`config.mk`:
```
export PLATFORM = sky130hd
export DESIGN_NAME = ccff_bitstream_loader
export DESIGN_NICKNAME = d
export VERILOG_FILES = /design/src/rtl/ccff_cfg_pkg.sv /design/src/rtl/ccff_word_serializer.sv /design/src/rtl/ccff_bitstream_loader.sv
export SDC_FILE = /design/constraint.sdc
export NUM_CORES = 1
export LEC_CHECK = 0
export BUFFER_PORTS_ARGS = -buffer_cell sky130_fd_sc_hd__buf_2
export CAP_MARGIN = 20
export CORE_UTILIZATION = 27
export CTS_CLUSTER_SIZE = 25
export DETAILED_ROUTE_END_ITERATION = 10
export HOLD_SLACK_MARGIN = 0.12
export PLACE_DENSITY = 0.56
export SLEW_MARGIN = 25
export SYNTH_ARGS = -nofsm -noshare
export SYNTH_HDL_FRONTEND = slang
export SYNTH_SLANG_ARGS = --single-unit
```
`constraint.sdc`:
```
create_clock -name prog_clk -period 3.8 [get_ports prog_clk]
set_clock_uncertainty 0.1 [all_clocks]
set_input_delay 0.19 -clock prog_clk [delete_from_list [all_inputs] [get_ports prog_clk]]
set_output_delay 0.19 -clock prog_clk [all_outputs]
set_load 0.02 [all_outputs]
```
`src/rtl/ccff_cfg_pkg.sv`:
```
// Shared definitions for the configuration-chain loader: FSM states,
// default chain geometry and the word-count helper.
package ccff_cfg_pkg;

  typedef enum logic [1:0] {
    ST_IDLE  = 2'd0,
    ST_SHIFT = 2'd1,
    ST_DONE  = 2'd2
  } loader_state_e;

  localparam int DEF_CHAIN_LEN = 16;
  localparam int DEF_WORD_W    = 8;

  // Number of host words needed to cover the whole chain (ceiling division).
  function automatic int words_needed(input int chain_len, input int word_w);
    return (chain_len + word_w - 1) / word_w;
  endfunction

endpackage

```
`src/rtl/ccff_word_serializer.sv`:
```
// One-word buffer that hands out its bits MSB-first. Tracks whether a word
// is held and whether the current bit is the word's last one.
module ccff_word_serializer
  import ccff_cfg_pkg::*;
#(
  parameter int WORD_W = DEF_WORD_W
) (
  input  logic              prog_clk,
  input  logic              pReset,
  input  logic              flush,
  input  logic              load,
  input  logic [WORD_W-1:0] data,
  input  logic              shift,
  output logic              full,
  output logic              head_bit,
  output logic              last_bit
);

  localparam int PTR_W = (WORD_W > 1) ? $clog2(WORD_W) : 1;

  logic [WORD_W-1:0] word_r;
  logic [PTR_W-1:0]  ptr_r;
  logic              full_r;

  // Buffer/pointer update: flush beats load, load beats a plain shift, so a
  // new word accepted while the last bit leaves replaces it without a bubble.
  always_ff @(posedge prog_clk) begin
    if (pReset) begin
      word_r <= {WORD_W{1'b0}};
      ptr_r  <= {PTR_W{1'b0}};
      full_r <= 1'b0;
    end else if (flush) begin
      word_r <= word_r;
      ptr_r  <= {PTR_W{1'b0}};
      full_r <= 1'b0;
    end else if (load) begin
      word_r <= data;
      ptr_r  <= PTR_W'(WORD_W - 1);
      full_r <= 1'b1;
    end else if (shift && full_r) begin
      word_r <= word_r;
      if (ptr_r == {PTR_W{1'b0}}) begin
        ptr_r  <= ptr_r;
        full_r <= 1'b0;
      end else begin
        ptr_r  <= ptr_r - PTR_W'(1);
        full_r <= full_r;
      end
    end else begin
      word_r <= word_r;
      ptr_r  <= ptr_r;
      full_r <= full_r;
    end
  end

  // Flag decode from the buffer registers.
  always_comb begin
    full     = full_r;
    head_bit = word_r[ptr_r];
    last_bit = (ptr_r == {PTR_W{1'b0}});
  end

endmodule

```
`src/rtl/ccff_bitstream_loader.sv`:
```
// Configuration-chain feeder: takes host words over valid/ready, shifts them
// MSB-first into the chain with a clock enable, and in verify mode compares
// the bits coming out of the chain tail against the re-streamed image.
module ccff_bitstream_loader
  import ccff_cfg_pkg::*;
#(
  parameter int CHAIN_LEN = DEF_CHAIN_LEN,
  parameter int WORD_W    = DEF_WORD_W,
  parameter int CNT_W     = $clog2(CHAIN_LEN + 1)
) (
  input  logic              prog_clk,
  input  logic              pReset,
  input  logic              start,
  input  logic              verify,
  input  logic [WORD_W-1:0] cfg_data,
  input  logic              cfg_valid,
  output logic              cfg_ready,
  output logic              ccff_head,
  output logic              ccff_shift_en,
  input  logic              ccff_tail,
  output logic              busy,
  output logic              done,
  output logic              error,
  output logic [CNT_W-1:0]  err_idx
);

  localparam int WORDS = words_needed(CHAIN_LEN, WORD_W);
  localparam int WA_W  = $clog2(WORDS + 1);

  loader_state_e    state_r;
  loader_state_e    state_nxt_s;
  logic             mode_r;
  logic [CNT_W-1:0] bit_cnt_r;
  logic [WA_W-1:0]  words_acc_r;
  logic             error_r;
  logic [CNT_W-1:0] err_idx_r;

  logic buf_full_s;
  logic buf_bit_s;
  logic buf_last_s;
  logic shift_s;
  logic last_shift_s;
  logic ready_s;
  logic load_s;
  logic flush_s;
  logic mismatch_s;

  // A shift happens whenever the pass is active and a word is buffered; the
  // final chain bit ends the pass and drops whatever is left of the word.
  always_comb begin
    shift_s      = (state_r == ST_SHIFT) && buf_full_s;
    last_shift_s = shift_s && (bit_cnt_r == CNT_W'(CHAIN_LEN - 1));
    ready_s      = (state_r == ST_SHIFT) && (words_acc_r < WA_W'(WORDS)) &&
                   (!buf_full_s || (shift_s && buf_last_s));
    load_s       = cfg_valid && ready_s;
    flush_s      = (state_r != ST_SHIFT) || last_shift_s;
    mismatch_s   = shift_s && mode_r && (ccff_tail != buf_bit_s);
  end

  ccff_word_serializer #(
    .WORD_W (WORD_W)
  ) u_serializer (
    .prog_clk (prog_clk),
    .pReset   (pReset),
    .flush    (flush_s),
    .load     (load_s),
    .data     (cfg_data),
    .shift    (shift_s),
    .full     (buf_full_s),
    .head_bit (buf_bit_s),
    .last_bit (buf_last_s)
  );

  // State register.
  always_ff @(posedge prog_clk) begin
    if (pReset) begin
      state_r <= ST_IDLE;
    end else begin
      state_r <= state_nxt_s;
    end
  end

  // Next-state logic: start only counts in IDLE, DONE lasts one cycle.
  always_comb begin
    state_nxt_s = state_r;
    case (state_r)
      ST_IDLE: begin
        if (start) state_nxt_s = ST_SHIFT;
        else       state_nxt_s = ST_IDLE;
      end
      ST_SHIFT: begin
        if (last_shift_s) state_nxt_s = ST_DONE;
        else              state_nxt_s = ST_SHIFT;
      end
      ST_DONE: state_nxt_s = ST_IDLE;
      default: state_nxt_s = ST_IDLE;
    endcase
  end

  // Pass bookkeeping: mode capture, bit/word counters and sticky first-mismatch.
  always_ff @(posedge prog_clk) begin
    if (pReset) begin
      mode_r      <= 1'b0;
      bit_cnt_r   <= {CNT_W{1'b0}};
      words_acc_r <= {WA_W{1'b0}};
      error_r     <= 1'b0;
      err_idx_r   <= {CNT_W{1'b0}};
    end else if ((state_r == ST_IDLE) && start) begin
      mode_r      <= verify;
      bit_cnt_r   <= {CNT_W{1'b0}};
      words_acc_r <= {WA_W{1'b0}};
      error_r     <= 1'b0;
      err_idx_r   <= {CNT_W{1'b0}};
    end else begin
      if (shift_s) bit_cnt_r <= bit_cnt_r + CNT_W'(1);
      else         bit_cnt_r <= bit_cnt_r;
      if (load_s) words_acc_r <= words_acc_r + WA_W'(1);
      else        words_acc_r <= words_acc_r;
      if (mismatch_s && !error_r) begin
        error_r   <= 1'b1;
        err_idx_r <= bit_cnt_r;
      end else begin
        error_r   <= error_r;
        err_idx_r <= err_idx_r;
      end
    end
  end

  // Output decode; head is forced low while stalled so the chain input is quiet.
  always_comb begin
    cfg_ready     = ready_s;
    ccff_shift_en = shift_s;
    ccff_head     = shift_s ? buf_bit_s : 1'b0;
    busy          = (state_r != ST_IDLE);
    done          = (state_r == ST_DONE);
    error         = error_r;
    err_idx       = err_idx_r;
  end

endmodule

```
==> results of run 1 <==
-- cells by family after synthesis --
| kind of cell | after synthesis | synth area share [%] |
|---|---|---|
| mux | 4 | 3.65 |
| simple gates | 54 | 22.3 |
| flops | 28 | 43.0 |
| xor+xnor | 6 | 4.03 |
| compound gates | 43 | 20.0 |
| fa+ha+maj | 4 | 3.84 |
| buf+inv | 9 | 3.17 |
-- worst paths after layout --
check / to / slack [ps] / cells past startpoint
max reg2reg: u_serializer.word_r[7] / 1720 / 8
max: u_serializer.word_r[7] / 1720 / 8
min reg2reg: err_idx[2] / 380 / 2
min: u_serializer.word_r[6] / 140 / 2
-- what timing repair did --
item | CTS | global route
setup buffers | 0 | 0
endpoints found under the hold margin | 10 | 0
hold buffers | 11 | 0
-- layer usage --
metal  routed length [um]  part of all wire (%)  vias up  track usage, %
li1                     -                     -      593               -
met1                 1380                    51      514            15.6
met2                 1220                    45       20            18.2
met3                  104                   3.8        2            3.52
met4                   19                  0.70        0            2.61
met5                    0                     0        -               0
-- report_power, final --
| part | total, mW | switching, mW | internal, mW |
|---|---|---|---|
| sequential | 0.303 | 0.00445 | 0.298 |
| clock | 0.182 | 0.0892 | 0.0927 |
| combinational | 0.0505 | 0.0269 | 0.0236 |
-- cell type report --
| type | instances | area (um^2) | area share (%) |
|---|---|---|---|
| clock buffers | 4 | 55.1 | 3.37 |
| inverters | 6 | 22.5 | 1.38 |
| multi-input cells | 111 | 701 | 42.9 |
| flip-flops and latches | 28 | 561 | 34.3 |
| well taps | 52 | 65.1 | 3.98 |
| repair buffers | 35 | 230 | 14.1 |
-- state kept, by name (all words and copies together) (netlist names) --
name,flops
u_serializer.ptr_r,3
words_acc_r,2
error,1
mode_r,1
u_serializer.full,1
bit_cnt_r,5
state_r,2
u_serializer.word_r,8
err_idx,5
-- synthesized netlist by cell type --
master	instances	area, um^2
a211o_1	1	8.76
a211oi_1	1	7.51
a21oi_1	21	105
a2bb2o_4	1	20.0
a31oi_1	1	6.26
and3_1	1	6.26
buf_6	1	11.3
clkbuf_1	2	7.51
dfxtp_1	28	561
ha_1	4	50.1
inv_1	5	18.8
inv_2	1	3.75
mux2_2	2	22.5
mux2_4	1	15.0
mux2i_1	1	10.0
nand2_1	16	60.1
nand2b_1	2	12.5
nand3_1	8	40.0
nand3b_1	3	22.5
nand4_1	1	6.26
nor2_1	10	37.5
nor2_2	1	6.26
nor2b_1	1	6.26
nor3_1	3	15.0
nor3b_1	2	15.0
nor4_4	1	21.3
o211a_1	1	10.0
o211ai_1	1	7.51
o21ai_0	14	70.1
o21ai_1	1	5.00
o22ai_4	1	20.0
or2_2	1	6.26
or2b_1	2	15.0
or3b_1	1	8.76
or4_4	1	11.3
xnor2_1	2	17.5
xor2_1	4	35.0
-- worst max-delay path, cell delays in order, from the launching register on --
cell and delay [ps]:
dfxtp_1 360, ha_1 220, and3_1 190, ha_1 210
nand2_1 80, nand3b_1 270, nor2_2 360, nand2_1 100
a21oi_1 130
-- metrics by stage --
step / setup WS [ps] / power, mW
floorplan: 2030 / 0.337
global placement: 1810 / 0.352
detailed placement: 1740 / 0.352
CTS: 1710 / 0.544
global route: 1590 / 0.568
finish: 1720 / 0.535
==> impl_metrics.ini, run 1 <==
[place]
place_inst = 221
numPortBuffers = 24
placed_area_um2 = 1470
hpwl_mm = 2.03
gp_congestion = 0.794

[die]
start_util_pct = 28.9
rows = 24
die_h_um = 71.5
io_pins = 25
core_um2 = 4500
dieArea_um2 = 5110
die_x_um = 71.5

[hold_path]
min_from = pReset
worstHoldPathType = in -> reg

[clock_network]
numCtsBuffers = 3
cts_resized = 0
htree_num_levels = 1
clock_latency_ps = 270
root_buffer = clkbuf_8
clock-sinks = 28
cts_tree = done
clkSlewWorstSetupHoldPaths_ps = 90
clockBufferDepth = 2

[setup_path]
cp.arrival_ps = 2180
r2r_start = bit_cnt_r[0]
crit_type = reg -> reg
endpoint_kind = register
cp.required_ps = 3910
cp_max_fo = 10
cp-start-kind = register
crit_path_start = bit_cnt_r[0]

[route]
drt_iter0_markers = 54
route.detailed.drc = 0
drt-pass1-iter-count = 4
ant_nets = 0
wl_per_cell_um = 11.5
vias_per_cell = 4.78
wl_mm = 2.72
num_vias = 1129

[final_layout]
synthToLayoutAreaGrowth_pct = 25.5
instances_no_fill = 236
fin_nets = 203
num_antenna_cells = 0
nFillCells = 484
drive_above_1_share_pct = 20.7
utilization_pct = 36.3
final_area_um2 = 1630
mostFrequentLayoutCells = dfxtp_1 (28), buf_2 (24), a21oi_1 (21)
final_common_cell = dfxtp_1

[timing]
relSlewSlack_pct = 65.9
fin_setup_tns_ps = 0
tightestPinTransition_ps = 511
worst_hold_slack_ps = 138
hold_viol = 0
rsz0062_at_grt = false
fmax_mhz = 482
setup_viol_count_final = 0
min_period_ps = 2080
period_share_pct = 54.6
report.final.slew_viol_count = 0

[synth]
syn_area_um2 = 1300
ys_seq_area_share_pct = 43.0
syn_inst = 148
synth_nets = 166
synth.ff_latch_count = 28
synth.distinct_cells = 37
ys_warn_count = 0
avgSynthCellArea_um2 = 8.80

[grt]
first_global_vias = 1015
overflow = 0
grt_pass1_wl_mm = 4.69
antenna_found_initial = 0
grt_max_degree = 16
grt_usage_pct = 11.6

[power]
p_leak_nw = 0.621
ir_worst_vdd_mv = 0.156
power_density_nw_per_um2 = 327

[outcome]
outcome = completed

[job]
maxCapViolations = 0
(Power assumes the default switching activity.)
==> run 2: changes to the inputs <==
--- a/config.mk
+++ b/config.mk
@@ -11,7 +11,7 @@
 export CTS_CLUSTER_SIZE = 25
 export DETAILED_ROUTE_END_ITERATION = 10
 export HOLD_SLACK_MARGIN = 0.12
-export PLACE_DENSITY = 0.56
+export PLACE_DENSITY = 0.57
 export SLEW_MARGIN = 25
 export SYNTH_ARGS = -nofsm -noshare
 export SYNTH_HDL_FRONTEND = slang
==> constraint.sdc (replaced) <==
create_clock -name prog_clk -period 1.9 [get_ports prog_clk]
set_clock_uncertainty 0.1 [all_clocks]
set_input_delay 0.095 -clock prog_clk [delete_from_list [all_inputs] [get_ports prog_clk]]
set_output_delay 0.095 -clock prog_clk [all_outputs]
set_load 0.02 [all_outputs]
==> impl_metrics.ini, run 2 (synthesis results as in run 1) <==
[route]
vias_per_cell = 4.74
ant_nets = 0
wl_per_cell_um = 11.8
drt_iter0_markers = 27
route.detailed.drc = 0
num_vias = 1171
wl_mm = 2.91
drt-pass1-iter-count = 4

[clock_network]
clock-sinks = 28
clockBufferDepth = 2
cts_tree = done
root_buffer = clkbuf_8
clkSlewWorstSetupHoldPaths_ps = 100
postCtsSetupRepairBufs = 0
clock_latency_ps = 270
htree_num_levels = 1
numCtsBuffers = 3

[final_layout]
top_register = u_serializer.word_r
final_common_cell = dfxtp_1
nFillCells = 465
final_area_um2 = 1730
num_antenna_cells = 0
largest_reg_flops = 8
synthToLayoutAreaGrowth_pct = 33.0
drive_above_1_share_pct = 25.1
mostFrequentLayoutCells = dfxtp_1 (27), buf_2 (24), a21oi_1 (21)
fin_nets = 214

[timing]
hold_viol = 0
min_period_ps = 1800
tightestPinTransition_ps = 523
setup_viol_count_final = 0
fmax_mhz = 555
report.final.slew_viol_count = 0
period_share_pct = 94.8
rsz0062_at_grt = true
relSlewSlack_pct = 65.2

[grt]
grt_pass1_wl_mm = 4.92
first_global_vias = 1037
antenna_found_initial = 0
overflow = 0
grt_max_degree = 16
grt_usage_pct = 12.2

[power]
power_density_nw_per_um2 = 635
p_leak_nw = 0.676
ir_worst_vdd_mv = 0.399
fin_total_pwr_mw = 1.10

[place]
placed_area_um2 = 1540
numPortBuffers = 24
hpwl_mm = 2.06
gp_congestion = 0.697

[hold_path]
worstHoldPathType = in -> reg

[setup_path]
cp_max_fo = 4
cp-start-kind = register
endpoint_kind = register
crit_type = reg -> reg
crit_buf_inv = 0
cp_slowest_cell = or2_2
cp.required_ps = 2010
cp_slowest_stage_delay_ps = 360
crit_chain = ha_1, and3_1, ha_1, nand2_1, nand3b_1, or2_2, a21oi_1
crit_top_cell = ha_1
cpLargestDelayFamily = simple AND/OR/NAND/NOR gates
cp.arrival_ps = 1910

[outcome]
outcome = completed

[die]
io_pins = 25
rows = 24
die_x_um = 71.5
core_um2 = 4500
die_h_um = 71.5
dieArea_um2 = 5110
start_util_pct = 28.9

[job]
maxCapViolations = 0
-- run 2: what timing repair did --
action | in CTS | in global routing
endpoints found under the setup margin | 0 | 13
hold buffers | 13 | 0
endpoints found under the hold margin | 12 | 0
resized for setup | 0 | 4
-- run 2: stage by stage --
step | cells | util [%] | hold WS, ps | setup TNS [ps] | setup slack [ps]
floorplan | 148 | - | 71.1 | 0 | 127
global placement | 230 | 34.1 | 237 | 0 | 98.2
detailed placement | 230 | 34.1 | 242 | 0 | 46.0
CTS | 247 | 38.2 | 136 | 0 | 53.0
global route | 247 | 38.5 | 149 | -19.2 | -13.5
finish | 247 | 38.5 | 147 | 0 | 99.4
-- run 2: final timing paths --
kind                                    from                 to  slack [ps]  depth (start not counted)
worst max-delay path            bit_cnt_r[0]  u_serializer.full         100                          7
worst min-delay path               ccff_tail              error         150                          4
worst max register to register  bit_cnt_r[0]  u_serializer.full         100                          7
worst min register to register    err_idx[4]         err_idx[4]         370                          2
-- run 2: where the power goes --
| group | total (mW) | switching (mW) | leakage [nW] | internal, mW |
|---|---|---|---|---|
| registers | 0.604 | 0.00743 | 0.227 | 0.596 |
| logic | 0.118 | 0.0601 | 0.420 | 0.0579 |
| clock network | 0.379 | 0.193 | 0.0288 | 0.186 |
-- run 2: routing by layer --
layer / share of wire [%] / global-route usage, % / vias up / wire length, um
met5: 0 / 0 / - / 0
met4: 1.0 / 3.70 / 0 / 29
met3: 5.3 / 3.66 / 4 / 154
met2: 44 / 18.8 / 30 / 1280
met1: 50 / 16.4 / 523 / 1440
li1: - / - / 614 / -
-- run 2: area by class of cell --
class / instances / area (um^2) / share of cell area, %
repair buffers: 46 / 318 / 18.3
well taps: 52 / 65.1 / 3.75
inverters: 6 / 22.5 / 1.30
multi-input cells: 111 / 711 / 41.0
flip-flops and latches: 28 / 562 / 32.4
clock buffers: 4 / 55.1 / 3.18
-- run 2: worst min-delay path: cells and delay by family --
family	cells	cell delay, ps
AND/OR/NAND/NOR	3	250
buffers and inverters	1	140
==> run 3: changes to the inputs <==
==> constraint.sdc (replaced) <==
create_clock -name prog_clk -period 1.9 [get_ports prog_clk]
set_clock_uncertainty 0.1 [all_clocks]
set_input_delay 0 -clock prog_clk [delete_from_list [all_inputs] [get_ports prog_clk]]
set_output_delay 0 -clock prog_clk [all_outputs]
set_load 0.02 [all_outputs]
==> impl_metrics.ini, run 3 (synthesis results as in run 1) <==
[place]
place_inst = 230
dpl_worst_slack_ps = 46.0
numPortBuffers = 24
hpwl_mm = 2.06
gp_congestion = 0.697

[setup_path]
cp.required_ps = 2010
cp.arrival_ps = 1910
endpoint_kind = register
cp_max_fo = 4
crit_top_cell = ha_1
crit_buf_inv = 0
crit_chain = ha_1, and3_1, ha_1, nand2_1, nand3b_1, or2_2, a21oi_1
cp_slowest_stage_delay_ps = 360
cp-start-kind = register
cp_slowest_cell = or2_2
crit_type = reg -> reg
cpLargestDelayFamily = simple AND/OR/NAND/NOR gates

[power]
p_leak_nw = 0.680
ir_worst_vdd_mv = 0.399
power_density_nw_per_um2 = 632

[timing]
finalWorstSetupSlack_ps = 99.6
setup_viol_count_final = 0
period_share_pct = 94.8
fmax_mhz = 555
hold_viol = 0
min_period_ps = 1800
worst_hold_slack_ps = 368
report.final.slew_viol_count = 0
rsz0062_at_grt = true
tightestPinTransition_ps = 523
relSlewSlack_pct = 65.2

[clock_network]
numCtsBuffers = 3
clock_latency_ps = 270
clkSlewWorstSetupHoldPaths_ps = 100
root_buffer = clkbuf_8
clock-sinks = 28
cts_tree = done
clockBufferDepth = 2
postCtsSetupRepairBufs = 0
htree_num_levels = 1

[outcome]
outcome = completed

[route]
route.detailed.drc = 0
num_vias = 1175
drt_iter0_markers = 25
drt-pass1-iter-count = 4
wl_mm = 2.91
wl_per_cell_um = 11.7
vias_per_cell = 4.74
ant_nets = 0

[final_layout]
drive_above_1_share_pct = 25.0
mostFrequentLayoutCells = dfxtp_1 (27), buf_2 (24), a21oi_1 (21)
synthToLayoutAreaGrowth_pct = 33.8
instances_no_fill = 248
num_antenna_cells = 0
top_register = u_serializer.word_r
utilization_pct = 38.7
fin_nets = 215
largest_reg_flops = 8
final_common_cell = dfxtp_1

[die]
die_h_um = 71.5
core_um2 = 4500
io_pins = 25
dieArea_um2 = 5110
start_util_pct = 28.9
die_x_um = 71.5
rows = 24

[job]
maxCapViolations = 0

[grt]
antenna_found_initial = 0
first_global_vias = 1043
overflow = 0
grt_usage_pct = 12.2
grt_max_degree = 16
grt_pass1_wl_mm = 4.93

[hold_path]
worstHoldPathType = reg -> reg
[run 3: changes by cell type in the layout (fill, tap and decap cells not counted), sizes merged]
cell	change
dlygate4sd3	+1
[run 3: path summary, 6_finish.rpt]
kind,slack [ps],startpoint,depth (start not counted),endpoint
setup / recovery,100,bit_cnt_r[0],7,u_serializer.full
hold reg to reg,370,err_idx[4],2,err_idx[4]
hold / removal,370,err_idx[4],2,err_idx[4]
setup reg to reg,100,bit_cnt_r[0],7,u_serializer.full
[run 3: through the flow]
step                      setup TNS, ps  total power, mW  cell area (um^2)
after global routing              -19.2             1.15              1740
final                                 0             1.10              1740
after CTS                             0             1.11              1730
after floorplan                       0            0.674              1300
after global placement                0            0.713              1540
after detailed placement              0            0.714              1540
[run 3: layout make-up]
cell class                      count  area, um^2
Tap cell                           52        65.1
Multi-Input combinational cell    111         711
Timing Repair Buffer               47         328
Inverter                            6        22.5
Clock buffer                        4        55.1
Sequential cell                    28         562
Fill cell                         466        2760
[run 3: worst register-to-register path, stage by stage, from the launching register on]
cell	delay [ps]
dfxtp_1	330
ha_1	200
and3_1	190
ha_1	210
nand2_1	70
nand3b_1	140
or2_2	360
a21oi_1	140
[run 3: power by group]
part           total [mW]  leakage [nW]  switching [mW]  internal, mW
Clock               0.379        0.0288           0.193         0.186
Combinational       0.120         0.424          0.0604        0.0593
Sequential          0.604         0.227         0.00741         0.596
[run 3: routing by layer]
metal	wire length (um)	GRT usage (%)
met1	1450	16.5
met2	1280	18.9
met3	146	3.52
met4	29	3.70
met5	0	0
[run 3: timing repair]
item | in CTS | in global routing
endpoints found under the hold margin | 18 | 0
endpoints found under the setup margin | 0 | 12
gates resized for setup | 0 | 4
hold buffers | 14 | 0
